`src/rtl/hazard_unit.sv`:
```
// ============================================================================
// Module   : hazard_unit
// Brief    : 5-stage MIPS hazard/forwarding controller with stall FSM,
//            consecutive-stall watchdog and optional perf counters (HAZARD_PERF_EN).
// Revision : 1.0 - initial release
// ============================================================================
`default_nettype none

module hazard_unit #(
    parameter int CNT_W     = 32,
    parameter int MAX_STALL = 3
) (
    input  logic             clk,
    input  logic             reset_n,
    input  logic [4:0]       rs_id,
    input  logic [4:0]       rt_id,
    input  logic             branch_id,
    input  logic             branch_taken_id,
    input  logic [4:0]       rs_ex,
    input  logic [4:0]       rt_ex,
    input  logic [4:0]       write_reg_ex,
    input  logic             regwrite_ex,
    input  logic             memtoreg_ex,
    input  logic [4:0]       write_reg_mem,
    input  logic             regwrite_mem,
    input  logic             memtoreg_mem,
    input  logic [4:0]       write_reg_wb,
    input  logic             regwrite_wb,
    output logic [1:0]       forward_a,
    output logic [1:0]       forward_b,
    output logic [1:0]       forward_a_id,
    output logic [1:0]       forward_b_id,
    output logic             stall,
    output logic             flush_ex,
    output logic             flush_id,
    output logic [1:0]       hz_state,
    output logic             hazard_error,
    output logic [CNT_W-1:0] stall_cycles,
    output logic [CNT_W-1:0] flush_events,
    output logic [CNT_W-1:0] forward_events
);

    localparam int               c_RUN_W   = (MAX_STALL < 1) ? 1 : $clog2(MAX_STALL + 1);
    localparam logic [c_RUN_W-1:0] c_RUN_MAX = c_RUN_W'(MAX_STALL);

    typedef enum logic [1:0] {
        ST_RUN   = 2'b00,
        ST_STALL = 2'b01,
        ST_FLUSH = 2'b10
    } state_t;

    state_t               r_state;
    state_t               w_state_nxt;
    logic [c_RUN_W-1:0]   r_run;
    logic                 r_error;
    logic                 w_ex_hit;
    logic                 w_mem_hit;
    logic                 w_load_use;
    logic                 w_br_haz;

    // Register $0 is hardwired, so it never matches a producer.
    function automatic logic f_match(input logic [4:0] src, input logic wr_en, input logic [4:0] dst);
        return wr_en && (dst != 5'd0) && (dst == src);
    endfunction

    function automatic logic [1:0] f_fwd(input logic [4:0] src);
        if (f_match(src, regwrite_mem, write_reg_mem) && !memtoreg_mem)
            return 2'b01;
        else if (f_match(src, regwrite_wb, write_reg_wb))
            return 2'b10;
        else
            return 2'b00;
    endfunction

    assign w_ex_hit   = f_match(rs_id, regwrite_ex, write_reg_ex) ||
                        f_match(rt_id, regwrite_ex, write_reg_ex);
    assign w_mem_hit  = f_match(rs_id, regwrite_mem, write_reg_mem) ||
                        f_match(rt_id, regwrite_mem, write_reg_mem);
    assign w_load_use = memtoreg_ex && w_ex_hit;
    assign w_br_haz   = branch_id && (w_ex_hit || (memtoreg_mem && w_mem_hit));

    always_comb begin
        forward_a    = 2'b00;
        forward_b    = 2'b00;
        forward_a_id = 2'b00;
        forward_b_id = 2'b00;
        stall        = 1'b0;
        flush_ex     = 1'b0;
        flush_id     = 1'b0;
        if (reset_n) begin
            forward_a    = f_fwd(rs_ex);
            forward_b    = f_fwd(rt_ex);
            forward_a_id = f_fwd(rs_id);
            forward_b_id = f_fwd(rt_id);
            stall        = w_load_use || w_br_haz;
            flush_ex     = w_load_use || w_br_haz;
            // A stalled branch is re-resolved next cycle, so it must not squash yet.
            flush_id     = branch_taken_id && branch_id && !(w_load_use || w_br_haz);
        end
    end

    always_comb begin
        w_state_nxt = ST_RUN;
        if (stall)
            w_state_nxt = ST_STALL;
        else if (flush_id)
            w_state_nxt = ST_FLUSH;
    end

    always_ff @(posedge clk or negedge reset_n) begin
        if (!reset_n)
            r_state <= ST_RUN;
        else
            r_state <= w_state_nxt;
    end

    // Run length saturates at MAX_STALL; one more stall cycle trips the sticky error.
    always_ff @(posedge clk or negedge reset_n) begin
        if (!reset_n) begin
            r_run   <= '0;
            r_error <= 1'b0;
        end else if (stall) begin
            if (r_run == c_RUN_MAX)
                r_error <= 1'b1;
            else
                r_run <= r_run + c_RUN_W'(1);
        end else begin
            r_run <= '0;
        end
    end

    assign hz_state     = r_state;
    assign hazard_error = r_error;

`ifdef HAZARD_PERF_EN
    logic [CNT_W-1:0] r_stall_cnt;
    logic [CNT_W-1:0] r_flush_cnt;
    logic [CNT_W-1:0] r_fwd_cnt;
    logic [2:0]       w_fwd_inc;

    function automatic logic [CNT_W-1:0] f_sat_add(input logic [CNT_W-1:0] a, input logic [CNT_W-1:0] b);
        logic [CNT_W:0] sum;
        sum = {1'b0, a} + {1'b0, b};
        return sum[CNT_W] ? {CNT_W{1'b1}} : sum[CNT_W-1:0];
    endfunction

    assign w_fwd_inc = {2'b00, |forward_a} + {2'b00, |forward_b} +
                       {2'b00, |forward_a_id} + {2'b00, |forward_b_id};

    always_ff @(posedge clk or negedge reset_n) begin
        if (!reset_n) begin
            r_stall_cnt <= '0;
            r_flush_cnt <= '0;
            r_fwd_cnt   <= '0;
        end else begin
            r_stall_cnt <= f_sat_add(r_stall_cnt, CNT_W'(stall));
            r_flush_cnt <= f_sat_add(r_flush_cnt, CNT_W'(flush_id));
            r_fwd_cnt   <= f_sat_add(r_fwd_cnt, CNT_W'(w_fwd_inc));
        end
    end

    assign stall_cycles   = r_stall_cnt;
    assign flush_events   = r_flush_cnt;
    assign forward_events = r_fwd_cnt;
`else
    assign stall_cycles   = '0;
    assign flush_events   = '0;
    assign forward_events = '0;
`endif

endmodule

`default_nettype wire
```
`config.mk`:
```
export PLATFORM = sky130hd
export DESIGN_NAME = hazard_unit
export DESIGN_NICKNAME = d
export VERILOG_FILES = /design/src/rtl/hazard_unit.sv
export SDC_FILE = /design/constraint.sdc
export NUM_CORES = 1
export LEC_CHECK = 0
export CORE_MARGIN = 3
export CORE_UTILIZATION = 35
export CTS_BUF_LIST = sky130_fd_sc_hd__clkbuf_2
export CTS_CLUSTER_SIZE = 20
export DETAILED_ROUTE_END_ITERATION = 10
export PLACE_DENSITY_LB_ADDON = 0.08
export SYNTH_ARGS = -nofsm -noshare
export SYNTH_HDL_FRONTEND = slang
export SYNTH_SLANG_ARGS = --single-unit
```
`constraint.sdc`:
```
create_clock -name clk -period 4.9 [get_ports clk]
set_input_delay 0.98 -clock clk [delete_from_list [all_inputs] [get_ports clk]]
set_output_delay 0.98 -clock clk [all_outputs]
set_load 0.005 [all_outputs]
```
Word level (Yosys, flattened, before mapping)
Cells that the tools add are included.
{"block": "classes", "add_sub_neg": 1, "n_eq_ne": 12, "mux": 18, "reduce_logical": 32}
{"op": "$eq A5 B5 Y1", "count": 10}
{"op": "$mux W2", "count": 16}
{"op": "$logic_and A1 B1 Y1", "count": 22}
{"op": "$reduce_bool A5 Y1", "count": 3}
{"op": "$logic_or A1 B1 Y1", "count": 4}
{"op": "$add A2 B1 Y2 const B", "count": 1}
{"op": "$eq A2 B2 Y1 const B", "count": 1}
{"op": "$logic_not A1 Y1", "count": 2}
{"op": "$mux W1", "count": 2}
{"op": "$ne A2 B2 Y1 const B", "count": 1}
{"op": "$reduce_and A2 Y1", "count": 1}
{"block": "word_totals", "register_bits": 5, "inputBits": 44, "out_inout_bits": 110, "wordCells": 66}

Longest topological paths before layout
{"block": "depth", "depth_word": 13, "depth_mapped": 7, "mapped_depth_nobuf": 5}

Worst setup path before layout
OpenSTA, ideal clock, no wires.
{"block": "synth_timing", "path_type": "input port to output port", "from": "in write_reg_mem[4]", "to": "out stall", "arrival_ns": 2.352, "t_required_ns": 3.920, "setup_slack_ns": 1.568, "stages": 7, "n_path_buf": 2, "cell_sequence": "clkbuf_1 > xnor2_1 > nand3_1 > nor3_1 > o21ai_2 > a21boi_0 > buf_4"}
{"block": "synth_via", "elab_chain_len": 9, "word_cells_on_any_way": 12, "classes_between": "2 x eq/ne; 1 x mux; 9 x reduce/logical"}
{"element": "start, declared", "line_no": "24", "source": "input logic [4:0] write_reg_mem,"}
{"element": "$reduce_bool A5 Y1", "line_no": "63", "source": "return wr_en && (dst != 5'd0) && (dst == src);"}
{"element": "$logic_and A1 B1 Y1 (2 in a row)", "line_no": "63"}
{"element": "$logic_or A1 B1 Y1 (*)", "line_no": "77", "source": "assign w_mem_hit = f_match(rs_id, regwrite_mem, write_reg_mem) ||"}
{"element": "$logic_and A1 B1 Y1 (*)", "line_no": "80", "source": "assign w_br_haz = branch_id && (w_ex_hit || (memtoreg_mem && w_mem_hit));"}
{"element": "$logic_or A1 B1 Y1 (*)", "line_no": "80"}
{"element": "$logic_and A1 B1 Y1 (*)", "line_no": "80"}
{"element": "$logic_or A1 B1 Y1 (*)"}
{"element": "$mux W1 (*)"}
{"element": "end, declared", "line_no": "33", "source": "output logic stall,"}
Every way passes the cells marked *; elsewhere a longest branch is shown, timed or not.

Final worst setup path
{"block": "layout_timing", "from": "in write_reg_mem[1]", "to": "out forward_b[1]"}
{"block": "layout_via", "elab_chain_len": 6, "word_cells_on_any_way": 7, "classes_between": "1 x eq/ne; 2 x mux; 4 x reduce/logical"}
{"element": "$reduce_bool A5 Y1", "line_no": "63"}
{"element": "$logic_and A1 B1 Y1", "line_no": "63"}
{"element": "$logic_and A1 B1 Y1 (*)", "line_no": "63"}
{"element": "$logic_and A1 B1 Y1 (*)", "line_no": "67", "source": "if (f_match(src, regwrite_mem, write_reg_mem) && !memtoreg_mem)"}
{"element": "$mux W2 (*)", "line_no": "67"}
{"element": "$mux W2 (*)", "line_no": "90", "source": "if (reset_n) begin"}
{"element": "end, declared", "line_no": "30", "source": "output logic [1:0] forward_b,"}
Marks and branches as above.

==> results.ini <==
[power_and_ir_drop]
cellInternalPower_w=0.000125
p_total_w=0.000205
ir_drop_mv=0.0360
p_comb_share_pct=60.4
power_density_nw_per_um2=104
p_seq_share_pct=20.6
clkPwrFrac_pct=18.9
power.switching_w=0.0000798
swShare_pct=39.0
leakage_nw=0.894

[grt]
grt_pass1_wl_um=5060
grtUsageTotal_pct=11.6
gr-total-overflow=0
grt_pass1_vias=1017
antenna_found_initial=0
grt_max_degree=16

[logic_synthesis]
yosysTopAreaCellShare_pct=42.6
synth.ff_latch_count=5
netlist-cell-type-count=29
synth_commonest_cells=buf_4, xnor2_1, xor2_1
async_flop_share_pct=100
yosysMostFrequentCell=buf_4
yosysSeqAreaShare_pct=7.32
ys_top_cells_by_area=buf_4, xnor2_1, xor2_1
synth_area_per_cell_um2=7.84
synth_largest_area_cell=buf_4
yosys_warnings=0
synth_edf_count=0
postSynthCellCount=218
synth_ff_type=dfrtp_1
synth.cell_area_um2=1710

[cells_and_area]
final-seq-area_um2=125
final_cell_area_um2=1970
drive_gt1_share_pct=7.09
final_nets=314
syn2layout_area_growth_pct=15.0
antenna-diode-count=0
multi_input_area_um2=1150
fill_cells=472

[detailed_routing]
vias_per_cell=3.68
drc=0
drtAntennaViolNets=0
wire_per_inst_um=11.3
finalWirelength_um=3760
dr_total_vias=1227
detailedRoute.firstPassIterationCount=4
drtIter0Drc=42

[die]
core_um2=4530
ios=154
fp.dieW_um=75.9
rows=24
die_h_um=75.9
initial_core_util_pct=37.7
die_area_um2=5760

[clock_network]
cts.sinks=5
cts_resized=0
ctsHoldBuffers=0
post_cts_buffers=0
tritoncts=done
clkLatencyLatePin_ns=0.21
cts_buffers=3
clk_pin_slew_ns=0.06
clockRootBuffer=clkbuf_2
htreeDepth=1
clock_path_buffers=2

[worst_setup_path]
crit_chain=clkdlybuf4s50_1 > or4_4 > o21ai_2 > nor2_2 > and4_4 > nor4_2 > clkdlybuf4s50_1
cp-start-kind=primary input
required_ns=3.92
path_buf_inv=2
slowest_delay_ns=0.59
crit_type=in2out
cp_max_fo=6
crit_family=simple AND/OR/NAND/NOR gates
cp_common_cell=clkdlybuf4s50_1
cp-end-kind=output port
slowest_stage=or4_4
cp.arrival_ns=3.34

[timing]
finalCriticalPeriod_ns=4.32
hold_viol=0
finalSetupViolations=0
fmax_mhz=231
drv_slew=0
finalClockSkew_ns=0.00390
hold_ws_ns=0.516
setup_tns_ns=0
finalCritPeriodShare_pct=88.2
rsz0062_at_grt=no

[run]
drv_cap=0

[status]
outcome=finished, final reports clean

[placement]
dpl-instance-area_um2=1950
io_buffers=57
hpwl_um=3320
gp_congestion=0.808

[min_path]
hp-class=reg2reg

sequential cells by signal, indices dropped and copies added, names as in the netlist:
register      flops
hazard_error      1
hz_state          2
r_run             2
layer usage:
metal / track usage (%) / part of all wire (%)
met5: 0 / 0
met3: 1.19 / 9.6
met4: 2.33 / 0
met2: 18.4 / 48
met1: 16.7 / 42
through the flow:
| step | cells | setup WS (ns) | utilization [%] |
|---|---|---|---|
| 6_report | 333 | 0.577 | 43.3 |
| 5_1_grt | 333 | 0.414 | 43.3 |
| 4_1_cts | 333 | 0.547 | 43.3 |
| 3_5_place_dp | 329 | 0.548 | 42.9 |
| 3_3_place_gp | 329 | 0.546 | 42.9 |
| 2_1_floorplan | 313 | 1.57 | - |
kinds of logic (layout without fill, tap and decap cells):
group           count (synthesis)  in the layout  synth area share [%]
compound gates                 13             13                  4.83
xor+xnor                       51             51                  26.1
fa+ha+maj                       1              1                 0.732
buf+inv                       108             63                  46.0
flops                           5              5                  7.32
mux                             1              1                 0.659
other cells                     1             96                 0.219
simple gates                   38             38                  14.1
cell type report:
| cell class | instances | area share, % |
|---|---|---|
| clock buffer | 4 | 1.02 |
| tap | 65 | 4.14 |
| multi-input combinational | 200 | 58.7 |
| timing repair buffer | 59 | 29.8 |
| sequential | 5 | 6.37 |
worst paths after layout:
check	from	to	slack [ns]	cells after the start
setup / recovery	write_reg_mem[1]	forward_b[1]	0.58	7
hold / removal	hazard_error	hazard_error	0.52	2
setup reg to reg	r_run[0]	r_run[1]	3.70	4
hold reg to reg	hazard_error	hazard_error	0.52	2
max in group asynchronous	reset_n	r_run[1]	3.62	2
min in group asynchronous	reset_n	r_run[0]	1.12	2
layout by cell type, fill, tap and decap left out, types with 2 or more instances in the layout:
| cell | n |
|---|---|
| conb_1 | 96 |
| clkdlybuf4s50_1 | 57 |
| xnor2_1 | 27 |
| xor2_1 | 24 |
| nand2_1 | 7 |
| nand3_1 | 6 |
| nor3_1 | 5 |
| a21oi_1 | 5 |
| or4_1 | 5 |
| dfrtp_1 | 5 |
| clkbuf_2 | 4 |
| and3_1 | 3 |
| nor2_1 | 2 |
| o21ai_0 | 2 |
| o21ai_2 | 2 |
| and4_4 | 2 |
| and2_2 | 2 |
| and3_2 | 2 |
| nor4_2 | 2 |
| buf_4 | 2 |
worst register-to-register path, delay by kind of cell (launching register included):
kind                       cells  cell delay [ns]
muxes                          1             0.35
adders and majority gates      1             0.25
and+or+nand+nor                1             0.07
AOI/OAI and AO/OA              1             0.04
DFF                            1             0.36
power by group through the flow:
stage / Clock [W] / Combinational [W] / Sequential [W]
floorplan: 0 / 0.000124 / 0.0000430
global placement: 0 / 0.000122 / 0.0000430
detailed placement: 0 / 0.000122 / 0.0000429
CTS: 0.0000396 / 0.000122 / 0.0000422
global route: 0.0000428 / 0.000139 / 0.0000422
finish: 0.0000387 / 0.000124 / 0.0000422
(Power assumes the default switching activity.)
